[src/rtl/pc_pkg.sv]
// Shared definitions for the program-counter unit and the decoder that drives it.
// Holds the 3-bit next-PC mode encoding.
package pc_pkg;

    typedef enum logic [2:0] {
        PC_NORMAL   = 3'b000,
        PC_BRANCH   = 3'b001,
        PC_JUMP     = 3'b010,
        PC_STOP     = 3'b011,
        PC_CALL     = 3'b100,
        PC_RET      = 3'b101,
        PC_HOLD     = 3'b110,
        PC_HOLD_ALT = 3'b111
    } pc_inc_e;

endpackage

[src/rtl/pc_unit_if.sv]
// Fetch-control bus between the decoder/ALU (master) and the PC unit (slave).
// There is no valid/ready pair: the command is consumed every falling edge unless stall is high.
interface pc_unit_if
    import pc_pkg::*;
#(
    parameter int ADDR_W = 32
);

    logic              stall;
    pc_inc_e           pc_inc;
    logic              alu_branch_result;
    logic [ADDR_W-1:0] abs_addr;
    logic [ADDR_W-1:0] branch_offset;
    logic [ADDR_W-1:0] current_pc;

    modport master (
        output stall, pc_inc, alu_branch_result, abs_addr, branch_offset,
        input  current_pc
    );

    modport slave (
        input  stall, pc_inc, alu_branch_result, abs_addr, branch_offset,
        output current_pc
    );

endinterface

[src/rtl/pc_ras.sv]
// Return-address stack as a ring buffer; a push when full overwrites the oldest entry.
// State changes on the falling edge, matching the PC register.
module pc_ras
    import pc_pkg::*;
#(
    parameter int ADDR_W    = 32,
    parameter int RAS_DEPTH = 8,
    localparam int PW = $clog2(RAS_DEPTH),
    localparam int CW = PW + 1
) (
    input  logic              clk,
    input  logic              clr,
    input  logic              push,
    input  logic              pop,
    input  logic [ADDR_W-1:0] push_data,
    output logic [ADDR_W-1:0] top,
    output logic              full,
    output logic              empty,
    output logic [CW-1:0]     count
);

    logic [ADDR_W-1:0] mem [RAS_DEPTH];
    logic [PW-1:0]     wp;
    logic [CW-1:0]     cnt;

    assign full  = (cnt == CW'(RAS_DEPTH));
    assign empty = (cnt == '0);
    assign count = cnt;
    // wp points at the next free slot, so the newest entry sits just below it.
    assign top   = mem[wp - PW'(1)];

    always_ff @(negedge clk) begin
        if (clr) begin
            wp  <= '0;
            cnt <= '0;
        end else if (push) begin
            wp <= wp + PW'(1);
            if (!full) begin
                cnt <= cnt + CW'(1);
            end
        end else if (pop && !empty) begin
            wp  <= wp - PW'(1);
            cnt <= cnt - CW'(1);
        end
    end

    always_ff @(negedge clk) begin
        if (push && !clr) begin
            mem[wp] <= push_data;
        end
    end

endmodule

[src/rtl/pc_unit.sv]
// Program-counter unit: next-PC mux, sticky halt, RAS status flags and optional counters.
// Define PC_PERF_EN to build the cycle/stall performance counters.
module pc_unit
    import pc_pkg::*;
#(
    parameter int          ADDR_W    = 32,
    parameter int          RAS_DEPTH = 8,
    parameter logic [ADDR_W-1:0] RESET_PC = '0,
    localparam int CW = $clog2(RAS_DEPTH) + 1
) (
    input  logic          clk,
    input  logic          clr,
    pc_unit_if.slave      bus,
    output logic          halted,
    output logic [CW-1:0] ras_count,
    output logic          ras_overflow,
    output logic          ras_underflow,
    output logic [31:0]   cycle_count,
    output logic [31:0]   stall_count
);

    logic [ADDR_W-1:0] pc_q;
    logic              halted_q;
    logic              ovf_q;
    logic              unf_q;

    logic [ADDR_W-1:0] seq;
    logic [ADDR_W-1:0] tgt;
    logic [ADDR_W-1:0] next_pc;
    logic [ADDR_W-1:0] ras_top;
    logic              advance;
    logic              want_push;
    logic              want_pop;
    logic              set_halt;
    logic              set_ovf;
    logic              set_unf;
    logic              ras_full;
    logic              ras_empty;

    assign seq     = pc_q + ADDR_W'(1);
    assign tgt     = seq + bus.branch_offset;
    assign advance = !halted_q && !bus.stall;

    always_comb begin
        next_pc   = pc_q;
        want_push = 1'b0;
        want_pop  = 1'b0;
        set_halt  = 1'b0;
        set_ovf   = 1'b0;
        set_unf   = 1'b0;
        case (bus.pc_inc)
            PC_NORMAL: next_pc = seq;
            PC_BRANCH: next_pc = bus.alu_branch_result ? tgt : seq;
            PC_JUMP:   next_pc = bus.abs_addr;
            PC_STOP:   set_halt = 1'b1;
            PC_CALL: begin
                next_pc   = bus.abs_addr;
                want_push = 1'b1;
                set_ovf   = ras_full;
            end
            PC_RET: begin
                // An empty stack falls through to the sequential address.
                if (ras_empty) begin
                    next_pc = seq;
                    set_unf = 1'b1;
                end else begin
                    next_pc  = ras_top;
                    want_pop = 1'b1;
                end
            end
            default: next_pc = pc_q;
        endcase
    end

    always_ff @(negedge clk) begin
        if (clr) begin
            pc_q     <= RESET_PC;
            halted_q <= 1'b0;
            ovf_q    <= 1'b0;
            unf_q    <= 1'b0;
        end else if (advance) begin
            pc_q     <= next_pc;
            halted_q <= set_halt;
            ovf_q    <= ovf_q | set_ovf;
            unf_q    <= unf_q | set_unf;
        end
    end

    pc_ras #(
        .ADDR_W    (ADDR_W),
        .RAS_DEPTH (RAS_DEPTH)
    ) u_ras (
        .clk       (clk),
        .clr       (clr),
        .push      (want_push && advance),
        .pop       (want_pop && advance),
        .push_data (seq),
        .top       (ras_top),
        .full      (ras_full),
        .empty     (ras_empty),
        .count     (ras_count)
    );

    assign bus.current_pc = pc_q;
    assign halted         = halted_q;
    assign ras_overflow   = ovf_q;
    assign ras_underflow  = unf_q;

`ifdef PC_PERF_EN
    logic [31:0] cyc_q;
    logic [31:0] stl_q;

    always_ff @(negedge clk) begin
        if (clr) begin
            cyc_q <= '0;
            stl_q <= '0;
        end else if (!halted_q) begin
            if (bus.stall) begin
                stl_q <= stl_q + 32'd1;
            end else begin
                cyc_q <= cyc_q + 32'd1;
            end
        end
    end

    assign cycle_count = cyc_q;
    assign stall_count = stl_q;

`ifndef SYNTHESIS
    // Report the count including the STOP edge itself.
    always @(negedge clk) begin
        if (!clr && advance && bus.pc_inc == PC_STOP) begin
            $display("HALT, cycle_count: %0d", cyc_q + 32'd1);
        end
    end
`endif
`else
    assign cycle_count = '0;
    assign stall_count = '0;
`endif

endmodule
[src/flat_wrapper.sv]
// flat-port wrapper written by rule: the top's interface ports become plain ports
module pc_unit_flat import pc_pkg::*;
#(
    parameter int          ADDR_W    = 32,
    parameter int          RAS_DEPTH = 8,
    parameter logic [ADDR_W-1:0] RESET_PC = '0,
    localparam int CW = $clog2(RAS_DEPTH) + 1
)
  (clk, clr, halted, ras_count, ras_overflow, ras_underflow, cycle_count, stall_count, bus_stall, bus_pc_inc, bus_alu_branch_result, bus_abs_addr, bus_branch_offset, bus_current_pc);
  pc_unit_if #(.ADDR_W(ADDR_W)) bus_i ();
  input  logic clk;
  input  logic clr;
  output logic halted;
  output logic [CW-1:0] ras_count;
  output logic ras_overflow;
  output logic ras_underflow;
  output logic [31:0] cycle_count;
  output logic [31:0] stall_count;
  input wire logic [$bits(bus_i.stall)-1:0] bus_stall;
  input wire logic [$bits(bus_i.pc_inc)-1:0] bus_pc_inc;
  input wire logic [$bits(bus_i.alu_branch_result)-1:0] bus_alu_branch_result;
  input wire logic [$bits(bus_i.abs_addr)-1:0] bus_abs_addr;
  input wire logic [$bits(bus_i.branch_offset)-1:0] bus_branch_offset;
  output wire logic [$bits(bus_i.current_pc)-1:0] bus_current_pc;
  assign bus_i.stall = bus_stall;
  assign bus_i.pc_inc = bus_pc_inc;
  assign bus_i.alu_branch_result = bus_alu_branch_result;
  assign bus_i.abs_addr = bus_abs_addr;
  assign bus_i.branch_offset = bus_branch_offset;
  assign bus_current_pc = bus_i.current_pc;
  pc_unit #(.ADDR_W(ADDR_W), .RAS_DEPTH(RAS_DEPTH), .RESET_PC(RESET_PC)) u_core (.clk(clk), .clr(clr), .bus(bus_i), .halted(halted), .ras_count(ras_count), .ras_overflow(ras_overflow), .ras_underflow(ras_underflow), .cycle_count(cycle_count), .stall_count(stall_count));
endmodule
[config.mk]
export PLATFORM = sky130hd
export DESIGN_NAME = pc_unit_flat
export DESIGN_NICKNAME = d
export VERILOG_FILES = /design/src/rtl/pc_pkg.sv /design/src/rtl/pc_unit_if.sv /design/src/rtl/pc_ras.sv /design/src/rtl/pc_unit.sv /design/src/flat_wrapper.sv
export SDC_FILE = /design/constraint.sdc
export NUM_CORES = 1
export LEC_CHECK = 0
export ABC_AREA = 1
export BUFFER_PORTS_ARGS = -buffer_cell sky130_fd_sc_hd__buf_2
export CORE_MARGIN = 5
export CORE_UTILIZATION = 54
export CTS_BUF_LIST = sky130_fd_sc_hd__clkbuf_8
export DETAILED_ROUTE_END_ITERATION = 6
export GPL_ROUTABILITY_DRIVEN = 0
export PLACE_DENSITY = 0.74
export SYNTH_ARGS = -nofsm -noshare
export SYNTH_HDL_FRONTEND = slang
export SYNTH_SLANG_ARGS = --single-unit
[constraint.sdc]
create_clock -name clk -period 10.72 [get_ports clk]
set_clock_uncertainty 0.15 [all_clocks]
set_input_delay 2.144 -clock clk [delete_from_list [all_inputs] [get_ports clk]]
set_output_delay 2.144 -clock clk [all_outputs]
set_load 0.05 [all_outputs]
==> summary.md <==
| Metric | Value |
|---|---|
| Crit. End Element | register |
| Per-cell routed wire length | 19.10 µm |
| Hold-critical path endpoint | u_core.ras_overflow$_SDFFE_NP0P_ |
| Reg-to-reg critical path endpoint | u_core.bus.current_pc[7]$_SDFFE_NP0P_ |
| Mapped Cells | 1801 |
| Critical path peak fanout | 29 |
| Required time worst endpoint | 5.42 ns |
| I/O Buffers | 109 |
| Seq/Total Area, Yosys | 0.5263 |
| EDFF count, synth | 256 |
| Antenna cells | 0 |
| Clock transition at path regs | 0.03 ns |
| Layout cells sized above 1 | 0.1201 |
| Io pins | 174 |
| Later-pin clock latency in the skew report | 0.60 ns |
| Slew Limit Fails | 0 |
| Die extent in x | 183.2 µm |
| Worst-margin pin slew | 1.192 ns |
| Register-to-register setup slack | 6.29 ns |
| Total Wirelength | 50.22 mm |
| Power Total | 3.192 mW |
| Top FF cell, synth | edfxtp_1 |
| Largest net degree at the start of global routing | 84 |
| CTS Hold Bufs | 0 |
| Hold Crit Depth | 2 |
| Data arrival, critical path | 4.05 ns |
| MaxCap Viol Count | 0 |
| Non-Filler Instances | 2630 |
| Avg Vias per Cell | 5.675 |
| Leak pwr | 8.846 nW |
| Most used cell, CP | nand2_1 |
| CTS tree | built |
| Worst Setup Start Kind | input port |
| Sink Count | 298 |
| Maximum VDD drop | 117.5 µV |
| R2R depth | 11 |
| Area growth from synthesis to layout | 16.49% |
| PwrDens | 169.1 nW/µm² |
| Resize count post-CTS | 0 |
| CP peak stage delay | 0.49 ns |
| Async SR Flop Fraction | 0 |
| Flops & latches, synth | 298 |
| Initial antenna violation count | 0 |
| Cell Area, Synth | 16200 µm² |
| Syn. warnings | 0 |
| Gr usage total | 0.2893 |
| Worst-case clock buffer depth | 3 |
| Crit path cell chain | buf_2 -> inv_2 -> nand2_1 -> nor2_1 -> nand2_1 -> nor2_1 -> nand2_1 -> nor3_2 -> buf_4 |
| Final Hold Vio Count | 0 |
| Status | finished, final reports clean |
| DRT iter0 DRCs | 1793 |
| Routed Antenna Nets | 0 |
| Global route total overflow | 0 |
| Final setup vio count | 0 |
| Chip Height | 183.2 µm |
| Slew headroom | 0.2029 |
| Synth unique cells | 50 |
| DP HPWL | 32.96 mm |
| Syn Area/Cell | 8.997 µm² |
| Cell count after placement | 2251 |
| RSZ-0062 raised after global routing | false |
| Clock root cell | clkbuf_8 |
| H-tree levels | 2 |
| Post-layout net count | 2324 |
| Hold Path Class | reg2reg |
| RR Startpoint | u_core.u_ras.wp[0]$_SDFFE_NP0P_ |
| Core ar. | 29640 µm² |
| Clock buffer count from CTS | 48 |
| Initial Util | 0.5467 |
| Setup bufs post-CTS | 0 |
| Worst path slowest cell | buf_4 |
| Vias in the first global route | 14.77k |
| Crit Path Class | in2reg |
| # DRC | 0 |
| DRT Pass-1 Iters | 6 |
| First-pass GRT wire length | 75.94 mm |
| Overall die area | 33570 µm² |
| HP Start | u_core.ras_overflow$_SDFFE_NP0P_ |
| Num rows | 63 |
| DR vias | 14.93k |
## critical path, delay by kind of cell
| family | cells | cell delay [ns] |
|---|---|---|
| simple gates | 6 | 1.19 |
| buf+inv | 3 | 0.69 |
## registers in the layout, summed over array words and instances (netlist names)
signal,count
u_core.u_ras.count,4
u_core.bus.current_pc,32
u_core.ras_overflow,1
u_core.u_ras.mem,256
u_core.u_ras.wp,3
u_core.ras_underflow,1
u_core.halted,1
## cell type report
cell class,count,area (µm²)
Timing Repair Buffer,129,708.2
Sequential cell,298,8532
Multi-Input combinational cell,1262,6471
Tap cell,390,488.0
Inverter,171,643.1
Clock buffer,49,674.4
Fill cell,2429,10760
Clock inverter,331,1359
## metal layers
| metal | vias up | wire, µm | GRT usage |
|---|---|---|---|
| li1 | 6850 | - | - |
| met1 | 6982 | 18640 | 0.3621 |
| met2 | 948 | 23600 | 0.4609 |
| met3 | 146 | 5792 | 0.07358 |
| met4 | 0 | 2185 | 0.1609 |
| met5 | - | 0 | 0 |
## synthesized netlist by cell type (3+ instances only)
cell | instances | area share
nand2_1 | 377 | 0.087
edfxtp_1 | 256 | 0.47
nor2_1 | 213 | 0.049
inv_1 | 156 | 0.036
o21ai_0 | 144 | 0.044
nand3_1 | 133 | 0.041
a21oi_1 | 78 | 0.024
buf_4 | 74 | 0.034
ha_1 | 43 | 0.033
dfxtp_1 | 42 | 0.052
o221ai_1 | 41 | 0.022
buf_2 | 32 | 0.0099
clkbuf_1 | 22 | 0.0051
nor3_1 | 18 | 0.0056
nand4_1 | 16 | 0.0062
inv_2 | 15 | 0.0035
o211ai_1 | 15 | 0.0069
nand2_2 | 12 | 0.0046
xor2_1 | 12 | 0.0065
nor2_2 | 11 | 0.0042
a21o_1 | 8 | 0.0037
nand3b_1 | 8 | 0.0037
a32o_1 | 6 | 0.0037
nor2_4 | 6 | 0.0042
o21bai_1 | 6 | 0.0028
or2_2 | 6 | 0.0023
xnor2_1 | 6 | 0.0032
o21ai_1 | 5 | 0.0015
a22oi_1 | 4 | 0.0019
a31oi_1 | 4 | 0.0015
buf_6 | 4 | 0.0028
a21oi_2 | 3 | 0.0016
nor3_2 | 3 | 0.0019
## worst max path at each step
stage               slack [ns]     startpoint  cells after the start                           endpoint
global placement          0.91  bus_pc_inc[1]                      9  u_core.u_ras.mem[0][24]$_DFFE_NP_
detailed placement        0.82  bus_pc_inc[1]                      9  u_core.u_ras.mem[0][24]$_DFFE_NP_
global route              1.22  bus_pc_inc[1]                      9  u_core.u_ras.mem[0][17]$_DFFE_NP_
floorplan                -0.31  bus_pc_inc[1]                      7   u_core.u_ras.mem[2][0]$_DFFE_NP_
finish                    1.36  bus_pc_inc[1]                      9  u_core.u_ras.mem[0][25]$_DFFE_NP_
CTS                       1.42  bus_pc_inc[1]                      9  u_core.u_ras.mem[0][24]$_DFFE_NP_
## where the power goes
part	internal, mW	switching, mW	leakage [nW]
Sequential	1.29	0.0275	2.67
Clock	0.649	0.762	2.09
Combinational	0.114	0.349	4.09
## stage by stage
step / TNS [ns] / worst slack, ns / hold WS [ns] / cell area [µm²] / utilization
2_1_floorplan: -78.37 / -0.3061 / 0.3881 / 16440 / -
3_3_place_gp: 0 / 0.9148 / 0.2916 / 16850 / 0.5684
3_5_place_dp: 0 / 0.8246 / 0.3031 / 16850 / 0.5684
4_1_cts: 0 / 1.416 / 0.3120 / 18880 / 0.6369
5_1_grt: 0 / 1.217 / 0.3454 / 18880 / 0.6369
6_report: 0 / 1.362 / 0.3146 / 18880 / 0.6369
## logic make-up (layout without fill, tap and decap cells)
group,count (synthesis),after routing,synth area share
mux,2,2,0.001235
fa+ha+maj,45,45,0.03567
xor+xnor,21,21,0.01344
flops,298,298,0.5263
buf+inv,304,680,0.09188
other cells,1,64,0.0002314
simple gates,807,807,0.2123
compound gates,323,323,0.1189
## cells in the final DEF (no fill, tap or decap), drive strengths merged, types with 3 or more instances in the layout
master,netlist,final
nand3b,8,8
conb,1,64
dfxtp,42,42
or2,6,6
o221ai,41,41
xnor2,7,7
buf,110,129
nor3,21,21
nand3,134,134
xor2,14,14
clkbuf,22,49
o21ai,151,151
bufinv,0,3
o211ai,15,15
nor2,230,230
nand2,389,389
a31oi,4,4
clkinvlp,0,10
a21o,8,8
inv,171,486
edfxtp,256,256
ha,43,43
o21bai,6,6
a32o,6,6
nand4,16,16
a21oi,81,81
a22oi,4,4
clkinv,1,3
(Power assumes the default switching activity.)
